File: src/rtl/ctrl_pkg.sv
// ctrl_pkg: shared encodings for the single-cycle ARM subset control unit.
//   Op codes, data-processing cmd codes, ALUControl and ImmSrc codes,
//   condition codes and the RUN/HALT state enum.
package ctrl_pkg;

  localparam logic [1:0] OP_DP  = 2'b00;
  localparam logic [1:0] OP_MEM = 2'b01;
  localparam logic [1:0] OP_BR  = 2'b10;

  localparam logic [3:0] CMD_AND = 4'b0000;
  localparam logic [3:0] CMD_SUB = 4'b0010;
  localparam logic [3:0] CMD_ADD = 4'b0100;
  localparam logic [3:0] CMD_ORR = 4'b1100;

  localparam logic [1:0] ALU_ADD = 2'b00;
  localparam logic [1:0] ALU_SUB = 2'b01;
  localparam logic [1:0] ALU_AND = 2'b10;
  localparam logic [1:0] ALU_ORR = 2'b11;

  localparam logic [1:0] IMM_DP  = 2'b00;
  localparam logic [1:0] IMM_MEM = 2'b01;
  localparam logic [1:0] IMM_BR  = 2'b10;

  localparam logic [3:0] COND_EQ = 4'h0;
  localparam logic [3:0] COND_NE = 4'h1;
  localparam logic [3:0] COND_CS = 4'h2;
  localparam logic [3:0] COND_CC = 4'h3;
  localparam logic [3:0] COND_MI = 4'h4;
  localparam logic [3:0] COND_PL = 4'h5;
  localparam logic [3:0] COND_VS = 4'h6;
  localparam logic [3:0] COND_VC = 4'h7;
  localparam logic [3:0] COND_HI = 4'h8;
  localparam logic [3:0] COND_LS = 4'h9;
  localparam logic [3:0] COND_GE = 4'hA;
  localparam logic [3:0] COND_LT = 4'hB;
  localparam logic [3:0] COND_GT = 4'hC;
  localparam logic [3:0] COND_LE = 4'hD;
  localparam logic [3:0] COND_AL = 4'hE;
  localparam logic [3:0] COND_NV = 4'hF;

  typedef enum logic {S_RUN = 1'b0, S_HALT = 1'b1} state_t;

endpackage

File: src/rtl/arm_sc_controller_cond_unit.sv
// cond_unit: architectural NZCV flag register plus condition evaluation.
//   clock, reset_n     : clock, async active-low reset (flags clear to 0000)
//   cond               : instruction condition field
//   n, z, c, v         : main ALU flags for the current instruction
//   flag_w             : [1] load NZ, [0] load CV (requests before CondEx)
//   pcs, reg_w, mem_w  : ungated write requests from the decoder
//   write_en           : core is running and the instruction is defined
//   cond_ex            : condition holds against the registered flags
//   pc_src, reg_write, mem_write : write enables gated by cond_ex/write_en
module cond_unit
  import ctrl_pkg::*;
(
  input  logic       clock,
  input  logic       reset_n,
  input  logic [3:0] cond,
  input  logic       n,
  input  logic       z,
  input  logic       c,
  input  logic       v,
  input  logic [1:0] flag_w,
  input  logic       pcs,
  input  logic       reg_w,
  input  logic       mem_w,
  input  logic       write_en,
  output logic       cond_ex,
  output logic       pc_src,
  output logic       reg_write,
  output logic       mem_write
);

  logic n_q, z_q, c_q, v_q;

  always_comb begin
    cond_ex = 1'b0;
    case (cond)
      COND_EQ: cond_ex = z_q;
      COND_NE: cond_ex = ~z_q;
      COND_CS: cond_ex = c_q;
      COND_CC: cond_ex = ~c_q;
      COND_MI: cond_ex = n_q;
      COND_PL: cond_ex = ~n_q;
      COND_VS: cond_ex = v_q;
      COND_VC: cond_ex = ~v_q;
      COND_HI: cond_ex = c_q & ~z_q;
      COND_LS: cond_ex = ~c_q | z_q;
      COND_GE: cond_ex = (n_q == v_q);
      COND_LT: cond_ex = (n_q != v_q);
      COND_GT: cond_ex = ~z_q & (n_q == v_q);
      COND_LE: cond_ex = z_q | (n_q != v_q);
      COND_AL: cond_ex = 1'b1;
      default: cond_ex = 1'b0;  // NV is undefined; the decoder halts on it
    endcase
  end

  assign pc_src    = pcs   & cond_ex & write_en;
  assign reg_write = reg_w & cond_ex & write_en;
  assign mem_write = mem_w & cond_ex & write_en;

  always_ff @(posedge clock or negedge reset_n) begin
    if (!reset_n) begin
      n_q <= 1'b0;
      z_q <= 1'b0;
      c_q <= 1'b0;
      v_q <= 1'b0;
    end else if (write_en && cond_ex) begin
      if (flag_w[1]) begin
        n_q <= n;
        z_q <= z;
      end
      if (flag_w[0]) begin
        c_q <= c;
        v_q <= v;
      end
    end
  end

endmodule

File: src/rtl/arm_sc_controller.sv
// arm_sc_controller: control unit for the single-cycle ARM subset datapath.
//   Decodes Instr combinationally, gates all writes by the condition check
//   and the RUN/HALT state, and halts the core on an undefined instruction.
//   Inputs : clock, reset_n (async, active low), Instr, Z/N/C/V (ALU flags)
//   Outputs: PCSrc, RegSrc, RegWrite, ImmSrc, ALUSrc, ALUControl, MemWrite,
//            MemtoReg, PCEn, halted, undef, instret (retired count)
//   Build option: CTRL_PERF_EN implements the instret counter; without it
//   instret is tied to 0.
// Handshake: none; every output is valid in the same cycle as Instr, and
// state (flags, RUN/HALT, instret) advances on each rising clock edge.
module arm_sc_controller
  import ctrl_pkg::*;
#(
  parameter int CNT_W = 32
) (
  input  logic             clock,
  input  logic             reset_n,
  input  logic [31:0]      Instr,
  input  logic             Z,
  input  logic             N,
  input  logic             C,
  input  logic             V,
  output logic             PCSrc,
  output logic [1:0]       RegSrc,
  output logic             RegWrite,
  output logic [1:0]       ImmSrc,
  output logic             ALUSrc,
  output logic [1:0]       ALUControl,
  output logic             MemWrite,
  output logic             MemtoReg,
  output logic             PCEn,
  output logic             halted,
  output logic             undef,
  output logic [CNT_W-1:0] instret
);

  logic [3:0] cond;
  logic [1:0] op;
  logic [5:0] funct;
  logic [3:0] cmd;
  logic [3:0] rd;

  assign cond  = Instr[31:28];
  assign op    = Instr[27:26];
  assign funct = Instr[25:20];
  assign cmd   = funct[4:1];
  assign rd    = Instr[15:12];

  logic       reg_w, mem_w, branch, pcs, write_en, cond_ex, run;
  logic [1:0] flag_w;
  state_t     state, state_nx;

  // Main decoder. An undefined instruction drives every decode field to 0.
  always_comb begin
    RegSrc     = 2'b00;
    ImmSrc     = IMM_DP;
    ALUSrc     = 1'b0;
    ALUControl = ALU_ADD;
    MemtoReg   = 1'b0;
    reg_w      = 1'b0;
    mem_w      = 1'b0;
    branch     = 1'b0;
    flag_w     = 2'b00;
    undef      = 1'b0;
    case (op)
      OP_DP: begin
        reg_w  = 1'b1;
        ALUSrc = funct[5];
        case (cmd)
          CMD_ADD: ALUControl = ALU_ADD;
          CMD_SUB: ALUControl = ALU_SUB;
          CMD_AND: ALUControl = ALU_AND;
          CMD_ORR: ALUControl = ALU_ORR;
          default: undef = 1'b1;
        endcase
        flag_w[1] = funct[0];
        flag_w[0] = funct[0] & ((cmd == CMD_ADD) | (cmd == CMD_SUB));
      end
      OP_MEM: begin
        ImmSrc = IMM_MEM;
        ALUSrc = 1'b1;
        if (funct[0]) begin
          MemtoReg = 1'b1;
          reg_w    = 1'b1;
        end else begin
          RegSrc = 2'b10;
          mem_w  = 1'b1;
        end
      end
      OP_BR: begin
        RegSrc = 2'b01;
        ImmSrc = IMM_BR;
        ALUSrc = 1'b1;
        branch = 1'b1;
      end
      default: undef = 1'b1;
    endcase
    if (cond == COND_NV) undef = 1'b1;
    if (undef) begin
      RegSrc     = 2'b00;
      ImmSrc     = IMM_DP;
      ALUSrc     = 1'b0;
      ALUControl = ALU_ADD;
      MemtoReg   = 1'b0;
      reg_w      = 1'b0;
      mem_w      = 1'b0;
      branch     = 1'b0;
      flag_w     = 2'b00;
    end
  end

  // A register write to R15 redirects the PC just like a branch.
  assign pcs = branch | (reg_w & (rd == 4'd15));

  // RUN/HALT state register
  always_ff @(posedge clock or negedge reset_n) begin
    if (!reset_n) state <= S_RUN;
    else          state <= state_nx;
  end

  // RUN/HALT next state: HALT is sticky until reset
  always_comb begin
    state_nx = state;
    if (state == S_RUN && undef) state_nx = S_HALT;
  end

  // RUN/HALT outputs; reset_n low forces every write enable off
  always_comb begin
    halted   = (state == S_HALT);
    run      = reset_n & (state == S_RUN);
    PCEn     = run & ~undef;
    write_en = run & ~undef;
  end

  cond_unit u_cond_unit (
    .clock     (clock),
    .reset_n   (reset_n),
    .cond      (cond),
    .n         (N),
    .z         (Z),
    .c         (C),
    .v         (V),
    .flag_w    (flag_w),
    .pcs       (pcs),
    .reg_w     (reg_w),
    .mem_w     (mem_w),
    .write_en  (write_en),
    .cond_ex   (cond_ex),
    .pc_src    (PCSrc),
    .reg_write (RegWrite),
    .mem_write (MemWrite)
  );

  // Register numbers and offsets belong to the datapath; cond_ex is already
  // folded into the gated enables.
  logic unused_bits;
  assign unused_bits = ^{Instr[19:16], Instr[11:0], cond_ex};

`ifdef CTRL_PERF_EN
  logic [CNT_W-1:0] instret_q;
  // Counts every defined instruction seen in RUN, taken or not.
  always_ff @(posedge clock or negedge reset_n) begin
    if (!reset_n)                     instret_q <= '0;
    else if (state == S_RUN && !undef) instret_q <= instret_q + CNT_W'(1);
  end
  assign instret = instret_q;
`else
  assign instret = '0;
`endif

endmodule

File: config.mk
export PLATFORM = sky130hd
export DESIGN_NAME = arm_sc_controller
export DESIGN_NICKNAME = d
export VERILOG_FILES = /design/src/rtl/ctrl_pkg.sv /design/src/rtl/arm_sc_controller_cond_unit.sv /design/src/rtl/arm_sc_controller.sv
export SDC_FILE = /design/constraint.sdc
export NUM_CORES = 1
export LEC_CHECK = 0
export CAP_MARGIN = 10
export CORE_ASPECT_RATIO = 1.75
export CORE_MARGIN = 5
export CORE_UTILIZATION = 31
export DETAILED_ROUTE_END_ITERATION = 6
export GPL_TIMING_DRIVEN = 0
export PLACE_DENSITY = 0.78
export SLEW_MARGIN = 20
export SYNTH_ARGS = -nofsm -noshare
export SYNTH_HDL_FRONTEND = slang
export SYNTH_SLANG_ARGS = --single-unit
File: constraint.sdc
create_clock -name clock -period 2.5 [get_ports clock]
set_input_delay 0.25 -clock clock [delete_from_list [all_inputs] [get_ports clock]]
set_output_delay 0.25 -clock clock [all_outputs]
set_load 0.05 [all_outputs]
# Word level (Yosys, flattened, before mapping)
# Index checks and enable logic that the tools add are counted.
# classes
eq_ne	23
n_mux	26
n_bitwise	22
n_reduce_logical	9
# op_table
operator	count
== test 4 bit (second input constant)	10
== test 4 x 3 -> 1 bit (second input constant)	5
case mux 1 bit (15 select lines)	1
2-to-1 mux 2 bit	7
AND 1 bit	12
== test 4 x 2 -> 1 bit (second input constant)	3
2-to-1 mux 1 bit	12
zero test 4 bit	2
case mux 2 bit (2 select lines)	2
NOT 1 bit	6
case mux 1 bit (2 select lines)	3
case mux 2 bit (3 select lines)	1
== test 4 x 1 -> 1 bit (second input constant)	1
OR 1 bit	4
AND reduction 2 bit	2
OR reduction 4 bit	1
== test 2 x 1 -> 1 bit (second input constant)	1
== test 2 bit (second input constant)	1
logical AND 1 bit	2
zero test 2 bit	1
OR reduction 2 bit	1
== test 1 bit	1
!= test 1 bit	1
# totals
regBits	5
in_bits	38
out_inout_bits	46
elab_cells	85

# Logic depth before layout (Yosys ltp)
# depth
word_depth	10
mapped_depth	6
ltp_nobuf	6

# Modules after synthesis
# A second synthesis with hierarchy kept.
# hier_totals
hier_cells	123
hier_area_um2	1056.0
# modules_own_cells
mod	instances	cells_each	area_each_um2	seq_area_each_um2
arm_sc_controller	1	77	629.4	25.0
cond_unit	1	46	426.7	100.1

# Worst setup path before layout
# Ideal clock, no wire load.
# synth_path
path_kind	input to output
from	input port Instr[23]
to	output port ALUSrc
arrival_ns	2.380
required_time_ns	2.250
path_slack_ns	-0.130
stages	4
n_path_buf	0
path_cell_list	mux2_1 > o21ai_0 > nand2_1 > nor3_1
# synth_via
elab_chain_len	6
word_cells_on_any_way	9
cone_classes	eq/ne: 3; mux: 4; reduce/logical: 2
# synth_lines
element	line_no	source
from (decl)	arm_sc_controller.sv:18	input logic [31:0] Instr,
== test 4 x 3 -> 1 bit, or another cell as far along	arm_sc_controller.sv:69	case (cmd)
OR reduction 4 bit (no source line) *	n/a	
2-to-1 mux 1 bit *	arm_sc_controller.sv:69	
case mux 1 bit (2 select lines) *	arm_sc_controller.sv:65	case (op)
2-to-1 mux 1 bit *	arm_sc_controller.sv:98	if (cond == COND_NV) undef = 1'b1;
net undef	arm_sc_controller.sv:33	output logic undef,
2-to-1 mux 1 bit *	arm_sc_controller.sv:99	if (undef) begin
to (decl)	arm_sc_controller.sv:27	output logic ALUSrc,
# Mark *: on every way through the listed nets, which the timed path passes. The rest lies on a longest branch.

# Worst setup path in the final report
# layout_path
from	register u_cond_unit.v_q
to	output port MemWrite
# layout_via
elab_chain_len	5
word_cells_on_any_way	8
cone_classes	eq/ne: 2; mux: 1; bitwise: 5
# layout_lines
element	line_no	source
from (decl)	arm_sc_controller_cond_unit.sv:31	logic n_q, z_q, c_q, v_q;
from (signal assigned)	arm_sc_controller_cond_unit.sv:72	v_q <= v;
!= test 1 bit / == test 1 bit (equally long branches)	n/a	
OR 1 bit / AND 1 bit (equally long branches)	arm_sc_controller_cond_unit.sv:49, arm_sc_controller_cond_unit.sv:48	
case mux 1 bit (15 select lines) *	arm_sc_controller_cond_unit.sv:35	case (cond)
AND 1 bit * (2 in a row)	arm_sc_controller_cond_unit.sv:57	assign mem_write = mem_w & cond_ex & write_en;
to (decl)	arm_sc_controller.sv:29	output logic MemWrite,
# Mark *: on every way between the ends. The rest lies on a longest branch, timed or not.

==> summary.txt <==
Timing
  – Crit share post-route: 0.973
  – Hold slack final: 257 ps
  – Max_slew headroom: 0.667
  – Final max-slew violation count: 0
  – Final worst path period need: 2430 ps
  – PnR worst setup slack: 66.9 ps
  – Worst Clk Skew: 1.90 ps
  – Final hold violations: 0
  – Slew of the pin with the lowest slew margin: 497 ps
  – F_max: 411 MHz
  – Setup violators final: 0

Logic synthesis
  – Post-synthesis sequential area ratio: 0.135
  – Mean Syn Cell Area: about 8 um2
  – Synthesis Warnings: 0
  – Netlist cell types: 38
  – Ys flop type: dfrtp_1
  – Mapped Cells: 116
  – Asr flop ratio synth: 1.00
  – Cell Area, Synth: just over 900 um2
  – EDFF count, synth: 0
  – Synthesized flop and latch total: 5

Cells and area
  – Commonest non-fill, non-tap cell in the layout: buf_4
  – Finished Cell Area: 1540 um2
  – Nets: 229
  – Most frequent cells in the layout: buf_4 (35), conb_1 (32), clkdlybuf4s50_1 (16)
  – Area delta synth->final: 65.6%
  – Inserted Diodes: 0
  – Fin cells: 213
  – Share of cells above drive strength 1: 0.346
  – Fill cell count: 292

Placed design
  – Pre-CTS setup slack: -731 ps
  – Placed instance area: around 1400 um2
  – DP HPWL: 1.98 mm
  – # placed instances: 208
  – IO Port Bufs: 33
  – Global placer's final weighted congestion: 0.844

Power and ir drop
  – Clock share of power: 0.284
  – Sequential Power Share: 0.157
  – P_int: between 200 and 300 uW
  – Part of the power in combinational logic: 0.559
  – Pwr/cell area: 342 nW/um2
  – LEAKAGE: 0.000792 uW
  – Pwr Total: approximately 530 uW
  – Peak VDD IR: 0.231 mV
  – Psw: 233 uW
  – Switch share: 0.444

Worst setup path
  – R2r setup slk: around 230 ps
  – Crit-path max cell delay: 520 ps
  – Critical path, cell by cell: or4b_1, a311oi_2, a2111oi_2, a31oi_2, and3b_1, buf_6
  – CP Capture Type: primary output
  – CP Max Fanout: 6
  – Critical Path Start Type: register
  – Levels on crit path: 6
  – Worst r2r src: u_cond_unit.v_q$_DFFE_PN0P_
  – Bufs and invs on worst path: 1
  – CP arrival: between 2000 and 2500 ps
  – Reg-to-reg endpoint: u_cond_unit.v_q$_DFFE_PN0P_
  – Family with the most delay on the worst path: simple AND/OR/NAND/NOR gates
  – Reg2Reg Depth: 5
  – Worst endpoint required time: 2250 ps
  – CP Class: register to primary output
  – CP max stage cell: or4b_1

Floorplanning
  – Die footprint: about 4200 um2
  – Top Ports: 84
  – Initial Util: 0.320
  – Placement Rows: 26
  – Overall die height: 82.3 um
  – Die W: 51.3 um
  – Core Footprint: 2900 um2

Global routing
  – Global-route wire length before repair: 3.57 mm
  – Vias in the first global route: approximately 900
  – Initial antenna violation count: 0
  – Largest net degree at the start of global routing: 11
  – Overflow after GRT: 0
  – Total track usage: 0.109

Detailed routing
  – Vias per std cell: about 4.5
  – DR pass1 iterations: 2
  – Avg WL per Cell: 11.3 um
  – DR iter-0 viols: 15
  – Met3 Wirelength: 234 um
  – Antenna viol nets, final: 0
  – Max layer used: met4
  – Detailed-route via count: 955
  – Routed WL: 2.41 mm
  – Routed wl met2: ~1.3 mm
  – Remaining DRCs: 0
  – Metal1 wirelength: 850 um

Clock tree
  – Sink Count: 5
  – Num CTS Buffers: 3
  – Skew-Pair Late Insertion Delay: 220 ps
  – CTS H-tree lvls: 1
  – Root buf cell: clkbuf_8
  – Worst-case clock buffer depth: 2
  – Clock transition at path regs: 40 ps
  – CTS tree: done

Worst hold path
  – HP Class: input pin to async pin

Flow run
  – Max cap viols: 0

Outcome
  – Outcome: complete, no violations
[registers in the layout, summed over array words and instances, names as in the netlist]
signal	flops
halted	1
u_cond_unit.c_q	1
u_cond_unit.n_q	1
u_cond_unit.v_q	1
u_cond_unit.z_q	1
[worst register-to-register path, delay by kind of cell (launching register included)]
kind | cells | cell delay, ps
flops | 1 | 430
compound gates | 3 | 830
simple gates | 1 | 520
mux | 1 | 360
[cell usage after synthesis, drive strengths merged (2+ instances only)]
cell type | number | share of area
mux2i | 2 | 0.022
xor2 | 2 | 0.019
clkbuf | 2 | 0.0081
xnor2 | 2 | 0.019
buf | 34 | 0.28
ha | 5 | 0.067
nor2 | 4 | 0.016
dfrtp | 5 | 0.13
nor4b | 2 | 0.019
a311oi | 3 | 0.028
nand2 | 5 | 0.020
mux2 | 5 | 0.061
nor2b | 3 | 0.020
o21ai | 4 | 0.022
nor3 | 2 | 0.011
nand4b | 2 | 0.019
and3 | 2 | 0.013
or3b | 3 | 0.028
nand4 | 2 | 0.013
and3b | 2 | 0.019
inv | 6 | 0.024
a21oi | 4 | 0.022
nand3b | 3 | 0.024
[worst max-delay path by stage]
stage,startpoint,to,slack (ps)
after floorplan,u_cond_unit.v_q$_DFFE_PN0P_,RegWrite,40
after global placement,Instr[23],MemWrite,-720
after detailed placement,Instr[23],MemWrite,-730
after CTS,Instr[26],MemWrite,-20
after global routing,Instr[29],PCSrc,-30
final,u_cond_unit.v_q$_DFFE_PN0P_,MemWrite,70
[what timing repair did]
item                       4_1_cts  5_1_grt
pin swaps                        2        4
resized for setup               52       14
hold buffers                     0        0
hold endpoints to repair         0        0
cloned                           0        0
setup endpoints to repair       13       10
setup buffers                    0        1
[layout make-up]
| type | count | area, um2 | area share |
|---|---|---|---|
| clock buffers | 4 | 45.0 | 0.0293 |
| inverters | 6 | 22.5 | 0.0147 |
| multi-input cells | 100 | 686 | 0.447 |
| plain buffers | 36 | 268 | 0.174 |
| well taps | 28 | 35.0 | 0.0228 |
| flip-flops and latches | 5 | 126 | 0.0823 |
| repair buffers | 34 | 353 | 0.230 |
[per-stage QoR]
step	setup TNS [ps]	utilization
floorplan	0	-
global placement	-6480	0.489
detailed placement	-6440	0.489
CTS	-25.8	0.513
global route	-70.2	0.530
finish	0	0.530
[routing by layer]
metal	global-route usage	vias up
met3	0.0233	4
met4	0.0709	0
li1	-	479
met2	0.203	49
met5	0	-
met1	0.106	423
[power groups by stage]
stage	Clock [uW]	Combinational, uW	Sequential, uW
3_5_place_dp	0	284	83.7
2_1_floorplan	0	221	83.5
6_report	149	294	82.7
5_1_grt	155	312	82.8
3_3_place_gp	0	283	83.7
4_1_cts	155	285	82.7
[kinds of logic (layout without fill, tap and decap cells)]
kind of cell,Yosys count,count (layout),synth area share
other,1,32,0.00404
adders and majority gates,5,5,0.0675
xor gates and xnor gates,4,4,0.0378
and+or+nand+nor,37,37,0.255
AOI/OAI and AO/OA,15,15,0.107
muxes,7,7,0.0823
DFF,5,5,0.135
buffers and inverters,42,80,0.312
(Power assumes the default switching activity.)
==> RTL edit (same settings) <==
The parameter `CNT_W` goes from 32 to 16.
--- a/src/rtl/arm_sc_controller.sv
+++ b/src/rtl/arm_sc_controller.sv
@@ -11,7 +11,7 @@
 module arm_sc_controller
   import ctrl_pkg::*;
 #(
-  parameter int CNT_W = 32
+  parameter int CNT_W = 16
 ) (
   input  logic             clock,
   input  logic             reset_n,
Interface: changed (resized instret); port bits go from 84 to 68. The function was not compared with the original's and may differ.
==> RTL edit against the original RTL <==
  * Combinational power shrank 24%
  * Routed wire length decreased by 1.9%
  * Sequential cell count did not move
  * Setup slack gained 0.0014 ns
  * Power fell by 14%
  * Area after synthesis decreased by 13%
  * Sequential share of layout area increased by 0.86 points
  * Worst hold slack gained 0.014 ns
  * Register-to-register slack got worse by 0.04 ns
  * Design area decreased by 8.6%
  * Sequential power barely moved
  * Via count fell by 7.0%
==> RTL edit: results (changes against the original RTL) <==
.. list-table::
   :header-rows: 1

   * - Metric
     - Value
   * - Outcome
     - finished, final reports clean (unchanged)
   * - Synth top area cells
     - sky130_fd_sc_hd__buf_4 (16%), sky130_fd_sc_hd__dfrtp_1 (16%), sky130_fd_sc_hd__ha_1 (7.8%), sky130_fd_sc_hd__mux2_1 (7.0%), sky130_fd_sc_hd__a311oi_1 (3.3%) (was sky130_fd_sc_hd__buf_4 (27%), sky130_fd_sc_hd__dfrtp_1 (13%), sky130_fd_sc_hd__ha_1 (6.7%), sky130_fd_sc_hd__mux2_1 (6.1%), sky130_fd_sc_hd__a311oi_1 (2.8%))
   * - Placed Area
     - 0.001234 sq mm (was 0.001416 sq mm)
   * - Wire length of the first global-routing pass
     - 3.746 mm (was 3.567 mm)
   * - FF-to-FF setup slack
     - 0.19 ns (was 0.23 ns)
   * - DP HPWL
     - 1.878 mm (was 1.977 mm)
   * - Complex-gate fraction of the synthesized area
     - 0.1225 (was 0.1066)
   * - Worst voltage drop across the vdd grid
     - 0.5304 mV (was 0.2314 mV)
   * - Vias per cell
     - 4.906 (was 4.484)
   * - Via count of the first global-routing pass
     - 882 (was 898)
   * - Register area
     - 127.6 sq um (was 126.4 sq um)
   * - Maximum fanout along the worst path
     - 3 (was 6)
   * - Cell at the slowest stage of the critical path
     - sky130_fd_sc_hd__or4b_4 (was sky130_fd_sc_hd__or4b_1)
   * - Multi-input logic cell count
     - 84 (was 100)
   * - Fin Clk Skew
     - 0.002478 ns (was 0.001896 ns)
   * - Main combinational cell family by area after synthesis
     - simple AND/OR/NAND/NOR gates (was buffers and inverters)
   * - XOR/XNOR share of the synthesized area
     - 0.04341 (was 0.03779)
   * - Fraction of final layout cells sized beyond drive strength 1
     - 0.3290 (was 0.3459)
   * - Post-route insts no fill
     - 181 (was 213)
   * - Buffer count excluding the clock tree in the final layout
     - 56 (was 70)
   * - Share of synthesized area spent on multiplexers
     - 0.09457 (was 0.08232)
   * - Global placer's final weighted congestion
     - 0.7124 (was 0.8436)
   * - Mean area per synthesized cell
     - 8.070 sq um (was 7.993 sq um)
   * - Sequential element share of the synthesized area
     - 0.1550 (was 0.1350)
   * - Utilization of the core after routing
     - 0.5633 (was 0.5303)
   * - First-pass iteration count of the detailed router
     - 4 (was 2)
   * - Number of design-rule violations left by the first detailed-router iteration
     - 29 (was 15)
   * - Total area of multi-input combinational cells
     - 658.1 sq um (was 685.7 sq um)
   * - Adder and majority gate portion of the synthesized area
     - 0.07752 (was 0.06748)
   * - Nets@finish
     - 199 (was 229)
   * - Non-clk buf share
     - 0.3690 (was 0.4042)
RTL edit: repair_timing:
action	4_1_cts	5_1_grt
resized for setup	49	21
setup buffers	0	3
setup endpoints to repair	13	11
pin swaps	2	5
RTL edit: metrics by stage:
stage / setup WS, ns / hold WS, ns / power [mW]
2_1_floorplan: 0.04287 / -0.04559 / 0.2328
3_3_place_gp: -0.6214 / 0.5016 / 0.2925
3_5_place_dp: -0.6894 / 0.4924 / 0.2951
4_1_cts: 0.01117 / 0.2775 / 0.4440
5_1_grt: -0.02600 / 0.2838 / 0.4802
6_report: 0.06824 / 0.2718 / 0.4522
RTL edit: per-layer routing:
layer | GRT usage | routed length [um] | up-vias
met5 | 0 | 0 | -
met4 | 0.02426 | 24 | 0
met3 | 0.05939 | 257 | 4
met2 | 0.2291 | 1298 | 44
met1 | 0.1097 | 788 | 405
li1 | - | - | 435
RTL edit: where the power goes:
part	switching [mW]	internal (mW)
Sequential	0.000597	0.0820
Combinational	0.139	0.0848
Clock	0.0365	0.109
Total	0.176	0.276
